`src/rtl/reorder_buffer_if.sv`:
```
// Reorder buffer port bundle: rename allocation, FU completion,
// flush and in-order retirement toward the free list / arch map.
interface reorder_buffer_if #(
  parameter int IDX_W  = 4,
  parameter int AREG_W = 5,
  parameter int PTAG_W = 6
);
  logic              alloc_valid;
  logic              alloc_ready;
  logic [AREG_W-1:0] alloc_areg;
  logic [PTAG_W-1:0] alloc_pdest;
  logic [PTAG_W-1:0] alloc_pold;
  logic              alloc_regwrite;
  logic [IDX_W-1:0]  alloc_idx;
  logic              cmpl_valid;
  logic [IDX_W-1:0]  cmpl_idx;
  logic              flush;
  logic              retire_valid;
  logic [AREG_W-1:0] retire_areg;
  logic [PTAG_W-1:0] retire_pdest;
  logic [PTAG_W-1:0] retire_pold;
  logic              retire_regwrite;
  logic [IDX_W:0]    count;
  logic              empty;

  modport master (
    output alloc_valid, alloc_areg, alloc_pdest,
    output alloc_pold, alloc_regwrite,
    output cmpl_valid, cmpl_idx, flush,
    input  alloc_ready, alloc_idx,
    input  retire_valid, retire_areg, retire_pdest,
    input  retire_pold, retire_regwrite,
    input  count, empty
  );

  modport slave (
    input  alloc_valid, alloc_areg, alloc_pdest,
    input  alloc_pold, alloc_regwrite,
    input  cmpl_valid, cmpl_idx, flush,
    output alloc_ready, alloc_idx,
    output retire_valid, retire_areg, retire_pdest,
    output retire_pold, retire_regwrite,
    output count, empty
  );
endinterface

```
`src/rtl/reorder_buffer.sv`:
```
// Circular in-order retirement buffer: allocate at tail,
// complete out of order, retire one done head entry per cycle.
module reorder_buffer #(
  parameter int DEPTH  = 16,
  parameter int IDX_W  = 4,
  parameter int AREG_W = 5,
  parameter int PTAG_W = 6
) (
  input  logic           clk,
  input  logic           rstn,
  reorder_buffer_if.slave rob
);
  localparam logic [IDX_W:0] PTR_ONE = 1;

  logic [IDX_W:0]    head, tail;
  logic [DEPTH-1:0]  valid, done;
  logic [AREG_W-1:0] areg_q  [DEPTH];
  logic [PTAG_W-1:0] pdest_q [DEPTH];
  logic [PTAG_W-1:0] pold_q  [DEPTH];
  logic [DEPTH-1:0]  rw_q;

  logic [IDX_W-1:0] hidx, tidx;
  logic full, do_alloc, do_cmpl, do_retire;

  assign hidx = head[IDX_W-1:0];
  assign tidx = tail[IDX_W-1:0];

  // Wrap bits differ with equal indices: tail lapped head.
  assign full = (hidx == tidx) &&
                (head[IDX_W] != tail[IDX_W]);

  assign do_alloc  = rob.alloc_valid & ~full;
  assign do_cmpl   = rob.cmpl_valid & valid[rob.cmpl_idx];
  assign do_retire = valid[hidx] & done[hidx];

  assign rob.alloc_ready = ~full;
  assign rob.alloc_idx   = tidx;
  assign rob.count       = tail - head;
  assign rob.empty       = (head == tail);

  assign rob.retire_valid    = do_retire;
  assign rob.retire_areg     = do_retire ? areg_q[hidx]  : '0;
  assign rob.retire_pdest    = do_retire ? pdest_q[hidx] : '0;
  assign rob.retire_pold     = do_retire ? pold_q[hidx]  : '0;
  assign rob.retire_regwrite = do_retire & rw_q[hidx];

  always_ff @(posedge clk or negedge rstn) begin
    if (!rstn) begin
      head  <= '0;
      tail  <= '0;
      valid <= '0;
      done  <= '0;
    end else if (rob.flush) begin
      head  <= '0;
      tail  <= '0;
      valid <= '0;
      done  <= '0;
    end else begin
      if (do_alloc) begin
        valid[tidx] <= 1'b1;
        done[tidx]  <= 1'b0;
        tail        <= tail + PTR_ONE;
      end
      if (do_cmpl) begin
        done[rob.cmpl_idx] <= 1'b1;
      end
      if (do_retire) begin
        valid[hidx] <= 1'b0;
        done[hidx]  <= 1'b0;
        head        <= head + PTR_ONE;
      end
    end
  end

  // Payload is only read behind valid, so it needs no reset.
  always_ff @(posedge clk) begin
    if (do_alloc && !rob.flush) begin
      areg_q[tidx]  <= rob.alloc_areg;
      pdest_q[tidx] <= rob.alloc_pdest;
      pold_q[tidx]  <= rob.alloc_pold;
      rw_q[tidx]    <= rob.alloc_regwrite;
    end
  end
endmodule

```
`src/flat_wrapper.sv`:
```
// flat-port wrapper written by rule: the top's interface ports become plain ports
module reorder_buffer_flat 
#(
  parameter int DEPTH  = 16,
  parameter int IDX_W  = 4,
  parameter int AREG_W = 5,
  parameter int PTAG_W = 6
)
  (clk, rstn, rob_alloc_valid, rob_alloc_areg, rob_alloc_pdest, rob_alloc_pold, rob_alloc_regwrite, rob_cmpl_valid, rob_cmpl_idx, rob_flush, rob_alloc_ready, rob_alloc_idx, rob_retire_valid, rob_retire_areg, rob_retire_pdest, rob_retire_pold, rob_retire_regwrite, rob_count, rob_empty);
  reorder_buffer_if #(.IDX_W(IDX_W), .AREG_W(AREG_W), .PTAG_W(PTAG_W)) rob_i ();
  input  logic clk;
  input  logic rstn;
  input wire logic [$bits(rob_i.alloc_valid)-1:0] rob_alloc_valid;
  input wire logic [$bits(rob_i.alloc_areg)-1:0] rob_alloc_areg;
  input wire logic [$bits(rob_i.alloc_pdest)-1:0] rob_alloc_pdest;
  input wire logic [$bits(rob_i.alloc_pold)-1:0] rob_alloc_pold;
  input wire logic [$bits(rob_i.alloc_regwrite)-1:0] rob_alloc_regwrite;
  input wire logic [$bits(rob_i.cmpl_valid)-1:0] rob_cmpl_valid;
  input wire logic [$bits(rob_i.cmpl_idx)-1:0] rob_cmpl_idx;
  input wire logic [$bits(rob_i.flush)-1:0] rob_flush;
  output wire logic [$bits(rob_i.alloc_ready)-1:0] rob_alloc_ready;
  output wire logic [$bits(rob_i.alloc_idx)-1:0] rob_alloc_idx;
  output wire logic [$bits(rob_i.retire_valid)-1:0] rob_retire_valid;
  output wire logic [$bits(rob_i.retire_areg)-1:0] rob_retire_areg;
  output wire logic [$bits(rob_i.retire_pdest)-1:0] rob_retire_pdest;
  output wire logic [$bits(rob_i.retire_pold)-1:0] rob_retire_pold;
  output wire logic [$bits(rob_i.retire_regwrite)-1:0] rob_retire_regwrite;
  output wire logic [$bits(rob_i.count)-1:0] rob_count;
  output wire logic [$bits(rob_i.empty)-1:0] rob_empty;
  assign rob_i.alloc_valid = rob_alloc_valid;
  assign rob_i.alloc_areg = rob_alloc_areg;
  assign rob_i.alloc_pdest = rob_alloc_pdest;
  assign rob_i.alloc_pold = rob_alloc_pold;
  assign rob_i.alloc_regwrite = rob_alloc_regwrite;
  assign rob_i.cmpl_valid = rob_cmpl_valid;
  assign rob_i.cmpl_idx = rob_cmpl_idx;
  assign rob_i.flush = rob_flush;
  assign rob_alloc_ready = rob_i.alloc_ready;
  assign rob_alloc_idx = rob_i.alloc_idx;
  assign rob_retire_valid = rob_i.retire_valid;
  assign rob_retire_areg = rob_i.retire_areg;
  assign rob_retire_pdest = rob_i.retire_pdest;
  assign rob_retire_pold = rob_i.retire_pold;
  assign rob_retire_regwrite = rob_i.retire_regwrite;
  assign rob_count = rob_i.count;
  assign rob_empty = rob_i.empty;
  reorder_buffer #(.DEPTH(DEPTH), .IDX_W(IDX_W), .AREG_W(AREG_W), .PTAG_W(PTAG_W)) u_core (.clk(clk), .rstn(rstn), .rob(rob_i));
endmodule
```
`config.mk`:
```
export PLATFORM = sky130hd
export DESIGN_NAME = reorder_buffer_flat
export DESIGN_NICKNAME = d
export VERILOG_FILES = /design/src/rtl/reorder_buffer_if.sv /design/src/rtl/reorder_buffer.sv /design/src/flat_wrapper.sv
export SDC_FILE = /design/constraint.sdc
export NUM_CORES = 1
export LEC_CHECK = 0
export BUFFER_PORTS_ARGS = -buffer_cell sky130_fd_sc_hd__buf_4
export CAP_MARGIN = 5
export CORE_ASPECT_RATIO = 0.8
export CORE_MARGIN = 2
export CORE_UTILIZATION = 30
export DETAILED_ROUTE_END_ITERATION = 12
export HOLD_SLACK_MARGIN = 0.03
export SYNTH_ARGS = -nofsm -noshare
export SYNTH_HDL_FRONTEND = slang
export SYNTH_SLANG_ARGS = --single-unit
```
`constraint.sdc`:
```
create_clock -name clk -period 8.9 [get_ports clk]
set_input_delay 1.78 -clock clk [delete_from_list [all_inputs] [get_ports clk]]
set_output_delay 1.78 -clock clk [all_outputs]
set_load 0.05 [all_outputs]
```
Yosys cells after proc, flatten, opt, wreduce, memory -nomap -nowiden
Memory sizes are Yosys's and may differ from the RTL's. Cells that the tools add are included.

Register bits after elaboration: 58. Bits in writable memories: 272. Output and inout bits: 30. Word-level logic and storage cells: 74. Memories kept: 3.

Memories: u_core.pdest_q (depth 16, width 6, read ports 1, clocked after Yosys merged registers in 0, wr ports 1, RTL line reorder_buffer.sv:18) `logic [PTAG_W-1:0] pdest_q [DEPTH];`; u_core.pold_q (depth 16, width 6, read ports 1, clocked after Yosys merged registers in 0, wr ports 1, RTL line reorder_buffer.sv:19) `logic [PTAG_W-1:0] pold_q [DEPTH];`; u_core.areg_q (depth 16, width 5, read ports 1, clocked after Yosys merged registers in 0, wr ports 1, RTL line reorder_buffer.sv:17) `logic [AREG_W-1:0] areg_q [DEPTH];`.

Add/sub/neg operators: 3. $lt $le $gt $ge: 6. Equal/unequal tests: 3. Muxes and demuxes: 34. Bitwise operators: 12. Reductions and logical operators: 8.

Operators by type and width (count): two-way mux 16 bit (10); bitwise AND 16 bit (3); NOT 16 bit (2); OR 16 bit (2); two-way mux 5 bit (5); binary-select mux 1 bit (select 4 bit) (4); bitwise mux 16 bit (1); less-than comparator 4 x 5 -> 1 bit (second input constant) (3); demux 1 bit (select 4 bit) (3); greater-or-equal comparator 4 x 1 -> 1 bit (second input constant) (3); two-way mux 6 bit (2); adder 5 x 1 -> 5 bit (second input constant) (2); two-way mux 1 bit (9); equality test 5 bit (1); logical AND 1 bit (5); subtractor 5 bit (1); bitwise AND 1 bit (4); equality test 4 bit (1); nonzero test 2 bit (2); logical NOT 1 bit (1); inequality test 1 bit (1); NOT 1 bit (1).

Longest topological paths before layout
Gate-level depths: netlist (run 1).

Depth in word-level cells: 14. Depth in mapped cells: 12. Mapped depth without buffers: 7.

Least setup slack after synthesis (run 1)
No wires, ideal clock.

Path kind: flip-flop to output port. Start: register u_core.head[1]. End: output port rob_count[3]. Data arrival time: 2.350 ns. Required time: 7.120 ns. Path slack: 4.770 ns. Stages on the path, launching flop included: 10. Cells stage by stage: dfrtp_1 -> buf_6 -> buf_6 -> buf_6 -> buf_2 -> inv_1 -> ha_1 -> a21o_1 -> a21oi_1 -> xnor2_1.

Longest elaborated chain between the ends: 1.

RTL lines: from (decl) (RTL line reorder_buffer.sv:15) `logic [IDX_W:0] head, tail;`; from (signal assigned) (RTL line reorder_buffer.sv:70) `head <= head + PTR_ONE;`; subtractor 5 bit (RTL line reorder_buffer.sv:38) `assign rob.count = tail - head;`; to (decl) (RTL line flat_wrapper.sv:28) `output wire logic [$bits(rob_i.count)-1:0] rob_count;`.

No other way between the ends.

Worst setup path in the final report (run 1)
Start: register u_core.head[1]. End: output port rob_retire_areg[2].

Longest elaborated chain between the ends: 4. Elaborated cells on any way between the ends: 7. Classes of those cells: 5 x mux; 1 x bitwise; 1 x memory.

RTL lines: binary-select mux 1 bit (select 4 bit) (RTL line reorder_buffer.sv:34) `assign do_retire = valid[hidx] & done[hidx];`; two-way mux 1 bit (implied by the code) (RTL line reorder_buffer.sv:34); bitwise AND 1 bit (RTL line reorder_buffer.sv:34); two-way mux 5 bit (*) (RTL line reorder_buffer.sv:42) `assign rob.retire_areg = do_retire ? areg_q[hidx] : '0;`; to (decl) (RTL line flat_wrapper.sv:24) `output wire logic [$bits(rob_i.retire_areg)-1:0] rob_retire_areg;`.

Mark *: on every way between the ends. The rest lies on a longest branch, timed or not. The select of a mux whose other input is x is not followed.

==> results.sh, run 1 <==
export IMPL_hpwlAfterDp_um=18200
export IMPL_drc=0
export IMPL_setup_violations=0
export IMPL_grt_max_degree=53
export IMPL_async_flop_share_pct=12.7
export IMPL_clk_pin_slew_worst_paths_ns=0.06
export IMPL_wl_per_cell_um=22.5
export IMPL_dr_pass1_iters=5
export IMPL_drtAntennaViolNets=0
export IMPL_synth_top_family_by_area="multiplexers"
export IMPL_synthAdderAreaFrac_pct=1.22
export IMPL_synth_area_sq_um=13900
export IMPL_final_max_slew_violation_count=0
export IMPL_diodes=0
export IMPL_powerDensity_nw_per_um2=210
export IMPL_min_period_ns=5.82
export IMPL_ys_types=49
export IMPL_drt_iter0_drc=718
export IMPL_cts_hold_buf=0
export IMPL_track_usage_pct=13.4
export IMPL_synthTopCellsByArea="edfxtp_1, mux4_2, dfrtp_1"
export IMPL_fp_dieW_um=245
export IMPL_gr_total_overflow=0
export IMPL_worst_slew_pin_slew_ns=1.14
export IMPL_crit_chain="buf_4 > mux2_2 > o221ai_1 > a221oi_2 > a21oi_4 > nor2b_1 > buf_4"
export IMPL_place_congestion=0.749
export IMPL_crit_type="reg -> out"
export IMPL_p_leak_uw=0.00509
export IMPL_io_pins=57
export IMPL_required_ns=7.12
export IMPL_synth_cells=720
export IMPL_numCtsBuffers=35
export IMPL_maxCapViolations=0
export IMPL_syn_avg_cell_area_sq_um=19.3
export IMPL_synth_nets=760
export IMPL_fmax_mhz=172
export IMPL_final_layout_size_suffix_gt1_share_pct=35.2
export IMPL_core_area_sq_um=45700
export IMPL_cts_buffer_depth=3
export IMPL_rsz0062_at_grt="no"
export IMPL_cp_top_family="compound AO/OA/AOI/OAI gates"
export IMPL_fillers=4289
export IMPL_vias_per_cell=4.97
export IMPL_period_share_pct=65.4
export IMPL_synth_seq_area_share_pct=69.7
export IMPL_setup_tns_ns=0
export IMPL_hold_ws_ns=0.587
export IMPL_nNetsFinal=821
export IMPL_port_buffers=56
export IMPL_die_height_um=197
export IMPL_yosysWarnings=0
export IMPL_grt_pass1_wl_um=48000
export IMPL_cp_arrival_ns=4.04
export IMPL_crit_path_max_fanout=52
export IMPL_synth_top_area_cell="edfxtp_1"
export IMPL_die_area_sq_um=48200
export IMPL_synthSimpleGateAreaFrac_pct=3.93
export IMPL_hold_path_class="reg -> reg"
export IMPL_tritoncts="built"
export IMPL_synthFlopType="edfxtp_1"
export IMPL_relSlewSlack_pct=24.0
export IMPL_fin_total_pwr_uw=3380
export IMPL_skew_ns=0.0153
export IMPL_synth_edf_count=288
export IMPL_synth_xor_xnor_area_share_pct=0.566
export IMPL_htree_levels=2
export IMPL_num_vias=7044
export IMPL_synth_compound_area_share_pct=5.60
export IMPL_syn2layout_area_growth_pct=15.7
export IMPL_cts_root_buf="clkbuf_16"
export IMPL_cts_resized=0
export IMPL_slowest_stage="dfrtp_4"
export IMPL_first_global_vias=7309
export IMPL_clk_latency_ns=0.52
export IMPL_muxShareOfSynthArea_pct=16.6
export IMPL_critPathMaxStageDelay_ns=0.96
export IMPL_rows=70
export IMPL_antenna_found_initial=0
export IMPL_vdd_ir_drop_max_uv=137
export IMPL_startpoint_type="register"
export IMPL_status="finished clean"
export IMPL_cts_sinks=330
export IMPL_cp_end_kind="primary output"
export IMPL_drt_total_wl_um=31800
export IMPL_cpMostUsedCell="buf_4"
export IMPL_hold_violations=0
export IMPL_cts_setup_buffers=0
export IMPL_start_util_pct=30.5
export IMPL_ys_seq_elements=330
export IMPL_synth_top_cell_area_share_pct=62.1
export IMPL_path_buf_inv=2
[per-stage QoR]
step                utilization (%)  worst slack (ns)  instances  cell area [sq um]
global placement               32.9              3.59       1356              15000
finish                         35.2              3.08       1418              16100
detailed placement             32.9              3.53       1356              15000
global route                   35.2              2.76       1418              16100
floorplan                         -              4.77        720              13900
CTS                            35.2              2.96       1418              16100
[layout by cell type (no fill, tap or decap), types with 7 or more instances in the layout]
cell type and count:
nor2_2 16, a211oi_2 30, dfrtp_1 40, clkinv_1 7, nor2b_1 22, xnor2_1 7
nor2_1 18, clkbuf_16 35, nand2_1 28, edfxtp_1 288, a21oi_1 32, mux4_2 98
buf_4 75, clkbuf_1 11, ha_1 12, inv_1 16
[final cells by class]
class / instances / area, sq um / share of cell area (%)
Sequential cell: 330 / 9710 / 60.3
Clock inverter: 16 / 158 / 0.979
Multi-Input combinational cell: 322 / 3930 / 24.4
Tap cell: 612 / 766 / 4.75
Inverter: 17 / 63.8 / 0.396
Timing Repair Buffer: 75 / 563 / 3.50
Clock buffer: 46 / 917 / 5.69
[worst reg2reg max path, delay by kind of cell, from the launching register on]
kind            cells  cell delay (ns)
simple gates        4             1.37
fa+ha+maj           1             0.43
compound gates      1             0.38
flops               1             0.59
buf+inv             2             1.19
[state kept, by name, indices dropped and copies added (netlist names)]
name	flops
u_core.pdest_q	96
u_core.head	5
u_core.pold_q	96
u_core.tail	5
u_core.valid	16
u_core.areg_q	80
u_core.done	16
u_core.rw_q	16
[where the power goes]
part           switching [uW]  total, uW  leakage, uW  internal, uW
combinational             160        267      0.00139           107
clock                     582       1400     0.000523           815
sequential               17.4       1710      0.00317          1700
total                     759       3380      0.00509          2620
[cells in the mapped netlist, types with 3 or more instances]
master	count
a2111oi_2	3
a211oi_2	30
a21oi_1	32
a22oi_1	4
and2_1	5
and4_1	3
buf_1	8
buf_2	19
buf_4	6
buf_6	5
clkbuf_1	13
dfrtp_1	42
edfxtp_1	288
ha_1	12
inv_1	16
mux2_2	5
mux4_2	98
nand2_1	28
nand2b_1	3
nand3_1	3
nor2_1	34
nor2b_1	22
nor3_1	4
xnor2_1	7
[final timing paths]
check	start	endpoint	slack, ns	depth (start not counted)
hold reg to reg	u_core.valid[15]$_DFF_PN0_	u_core.valid[15]$_DFF_PN0_	0.59	2
setup reg to reg	u_core.head[3]$_DFFE_PN0P_	u_core.pdest_q[7][0]$_DFFE_PP_	4.61	8
min in group asynchronous	rstn	u_core.valid[13]$_DFF_PN0_	1.25	1
setup / recovery	u_core.head[1]$_DFFE_PN0P_	rob_retire_areg[2]	3.08	7
max in group asynchronous	rstn	u_core.head[0]$_DFFE_PN0P_	7.20	1
hold / removal	u_core.valid[15]$_DFF_PN0_	u_core.valid[15]$_DFF_PN0_	0.59	2
[layer usage]
layer | routed length, um | vias to the layer above | GRT usage (%)
li1 | - | 3032 | -
met4 | 588 | 0 | 3.64
met1 | 14800 | 3752 | 19.2
met5 | 0 | - | 0
met2 | 14300 | 219 | 20.4
met3 | 2130 | 41 | 3.28
[cell families (layout without fill, tap and decap cells)]
kind of cell             Yosys count  in the layout
AO/OA/AOI/OAI                     84             84
XOR/XNOR                           9              9
adder cells (fa/ha/maj)           13             13
buffers and inverters             68            154
flip-flops                       330            330
multiplexers                     107            107
AND/OR/NAND/NOR                  109            109
(Power assumes the default switching activity.)
==> inputs of run 2 (changes only) <==
clock period = 5.7 ns   (was 8.9 ns; I/O delays follow)
==> run 2 against run 1 <==
Net effect:
- critical endpoint is now rob_retire_regwrite
- highest routed layer unchanged
- clock power increased by 62%
- non-clock buffer count unchanged
- global-route usage rose by 0.14 points
- sequential share of layout area down 0.28 points
- design area rose by 0.47%
- largest cell class unchanged
==> results.sh, run 2 (synthesis results as in run 1) <==
export IMPL_drt_iter0_drc=613
export IMPL_critPathMaxStageDelay_ns=1.04
export IMPL_power_switching_uw=1190
export IMPL_grtUsageMet3_pct=2.19
export IMPL_cp_arrival_ns=3.61
export IMPL_rr_endpoint="u_core.areg_q[2][2]$_DFFE_PP_"
export IMPL_nNetsFinal=822
export IMPL_final_layout_size_suffix_gt1_share_pct=35.9
export IMPL_rows=70
export IMPL_final_max_slew_violation_count=0
export IMPL_crit_chain="buf_4 > mux4_2 > mux4_2 > nor2b_1 > buf_4"
export IMPL_slowest_stage="dfrtp_4"
export IMPL_first_global_vias=7220
export IMPL_diodes=0
export IMPL_crit_type="reg -> out"
export IMPL_place_congestion=0.783
export IMPL_relSlewSlack_pct=20.0
export IMPL_cts_buffer_depth=3
export IMPL_fmax_mhz=211
export IMPL_cts_sinks=330
export IMPL_cts_setup_buffers=0
export IMPL_min_delay_start="u_core.valid[15]$_DFF_PN0_"
export IMPL_required_ns=4.56
export IMPL_cts_resized=0
export IMPL_tritoncts="built"
export IMPL_setup_violations=0
export IMPL_setup_tns_ns=0
export IMPL_status="finished clean"
export IMPL_num_vias=6941
export IMPL_dr_pass1_iters=5
export IMPL_drtAntennaViolNets=0
export IMPL_clk_latency_ns=0.51
export IMPL_track_usage_pct=13.5
export IMPL_core_area_sq_um=45700
export IMPL_rr_worst_depth=7
export IMPL_path_buf_inv=2
export IMPL_holdPathStages=2
export IMPL_gr_total_overflow=0
export IMPL_vias_per_cell=4.89
export IMPL_pwr_share_comb_pct=7.7
export IMPL_htree_levels=2
export IMPL_antenna_found_initial=0
export IMPL_fin_cells=1419
export IMPL_clk_pin_slew_worst_paths_ns=0.06
export IMPL_drt_total_wl_um=32000
export IMPL_cts_root_buf="clkbuf_16"
export IMPL_largestRegisters="u_core.pdest_q (96), u_core.pold_q (96), u_core.areg_q (80)"
export IMPL_cp_top_family="multiplexers"
export IMPL_start_util_pct=30.5
export IMPL_placed_cells=1356
export IMPL_startpoint_type="register"
export IMPL_p_leak_uw=0.00512
export IMPL_cp_end_kind="primary output"
export IMPL_syn2layout_area_growth_pct=16.2
export IMPL_grt_pass1_wl_um=48200
export IMPL_p_sw_share_pct=22.1
export IMPL_p_clk_share_pct=42.3
export IMPL_worst_path_stages=5
export IMPL_power_frac_seq_pct=49.9
export IMPL_crit_path_max_fanout=51
export IMPL_layout_common_cells="edfxtp_1, mux4_2, buf_4, dfrtp_1, clkbuf_16"
export IMPL_hold_violations=0
export IMPL_r2r_start="u_core.head[3]$_DFFE_PN0P_"
export IMPL_numCtsBuffers=36
export IMPL_powerDensity_nw_per_um2=332
export IMPL_grt_busiest_layer="met1"
export IMPL_met1_usage_pct=20.5
export IMPL_io_pins=57
export IMPL_cts_hold_buf=0
export IMPL_hold_path_class="reg -> reg"
export IMPL_port_buffers=56
export IMPL_holdPathEnd="u_core.valid[15]$_DFF_PN0_"
export IMPL_vdd_ir_drop_max_uv=191
export IMPL_min_period_ns=4.75
export IMPL_maxCapViolations=0
export IMPL_wl_per_cell_um=22.5
export IMPL_intPower_uw=4180
export IMPL_r2r_slack_ns=1.77
export IMPL_die_height_um=197
export IMPL_die_area_sq_um=48200
export IMPL_skew_ns=0.0160
export IMPL_rsz0062_at_grt="no"
export IMPL_fp_dieW_um=245
export IMPL_hpwlAfterDp_um=19300
export IMPL_drc=0
export IMPL_use_met2_pct=20.2
export IMPL_grt_max_degree=52
export IMPL_worst_slew_pin_slew_ns=1.20
export IMPL_period_share_pct=83.3
export IMPL_final_common_cell="edfxtp_1"
[run 2: metrics by stage]
stage                     hold WS (ns)  worst slack, ns  cell area (sq um)  power (uW)  util [%]
final                            0.597            0.952              16200        5370      35.4
after global routing             0.618            0.681              16200        5550      35.4
after CTS                        0.599            0.830              16200        5430      35.4
after detailed placement         0.588             1.38              15000        3150      32.9
after global placement           0.559             1.41              15000        3150      32.9
after floorplan                  0.526             2.21              13900        3010         -
[run 2: tightest hold or removal path, stage by stage, from the launching register on]
cell and delay [ns]:
dfrtp_1 0.35, a21oi_1 0.05, nor3_1 0.14
[run 2: power groups by stage]
stage	registers, uW	clock network, uW	logic [uW]
2_1_floorplan	2700	0	302
3_3_place_gp	2730	0	417
3_5_place_dp	2730	0	420
4_1_cts	2680	2330	422
5_1_grt	2690	2420	443
6_report	2680	2270	415
[run 2: area by class of cell]
cell class	count	area (sq um)
inverter	17	63.8
clock buffer	41	941
sequential	330	9710
clock inverter	22	210
multi-input combinational	322	3930
tap	612	766
fill	4283	29500
timing repair buffer	75	563
[run 2: how the worst max path moves through the flow]
stage	from	endpoint	slack, ns
finish	u_core.head[0]$_DFFE_PN0P_	rob_retire_regwrite	0.95
detailed placement	u_core.head[0]$_DFFE_PN0P_	rob_retire_regwrite	1.38
floorplan	u_core.head[1]$_DFFE_PN0P_	rob_count[3]	2.21
global placement	u_core.head[0]$_DFFE_PN0P_	rob_retire_regwrite	1.41
global route	u_core.head[0]$_DFFE_PN0P_	rob_retire_regwrite	0.68
CTS	u_core.head[0]$_DFFE_PN0P_	rob_retire_regwrite	0.83
[run 2: per-layer routing]
metal	vias to the layer above	share of wire, %
li1	3028	-
met1	3683	48
met2	179	45
met3	51	4.9
met4	0	1.9
met5	-	0
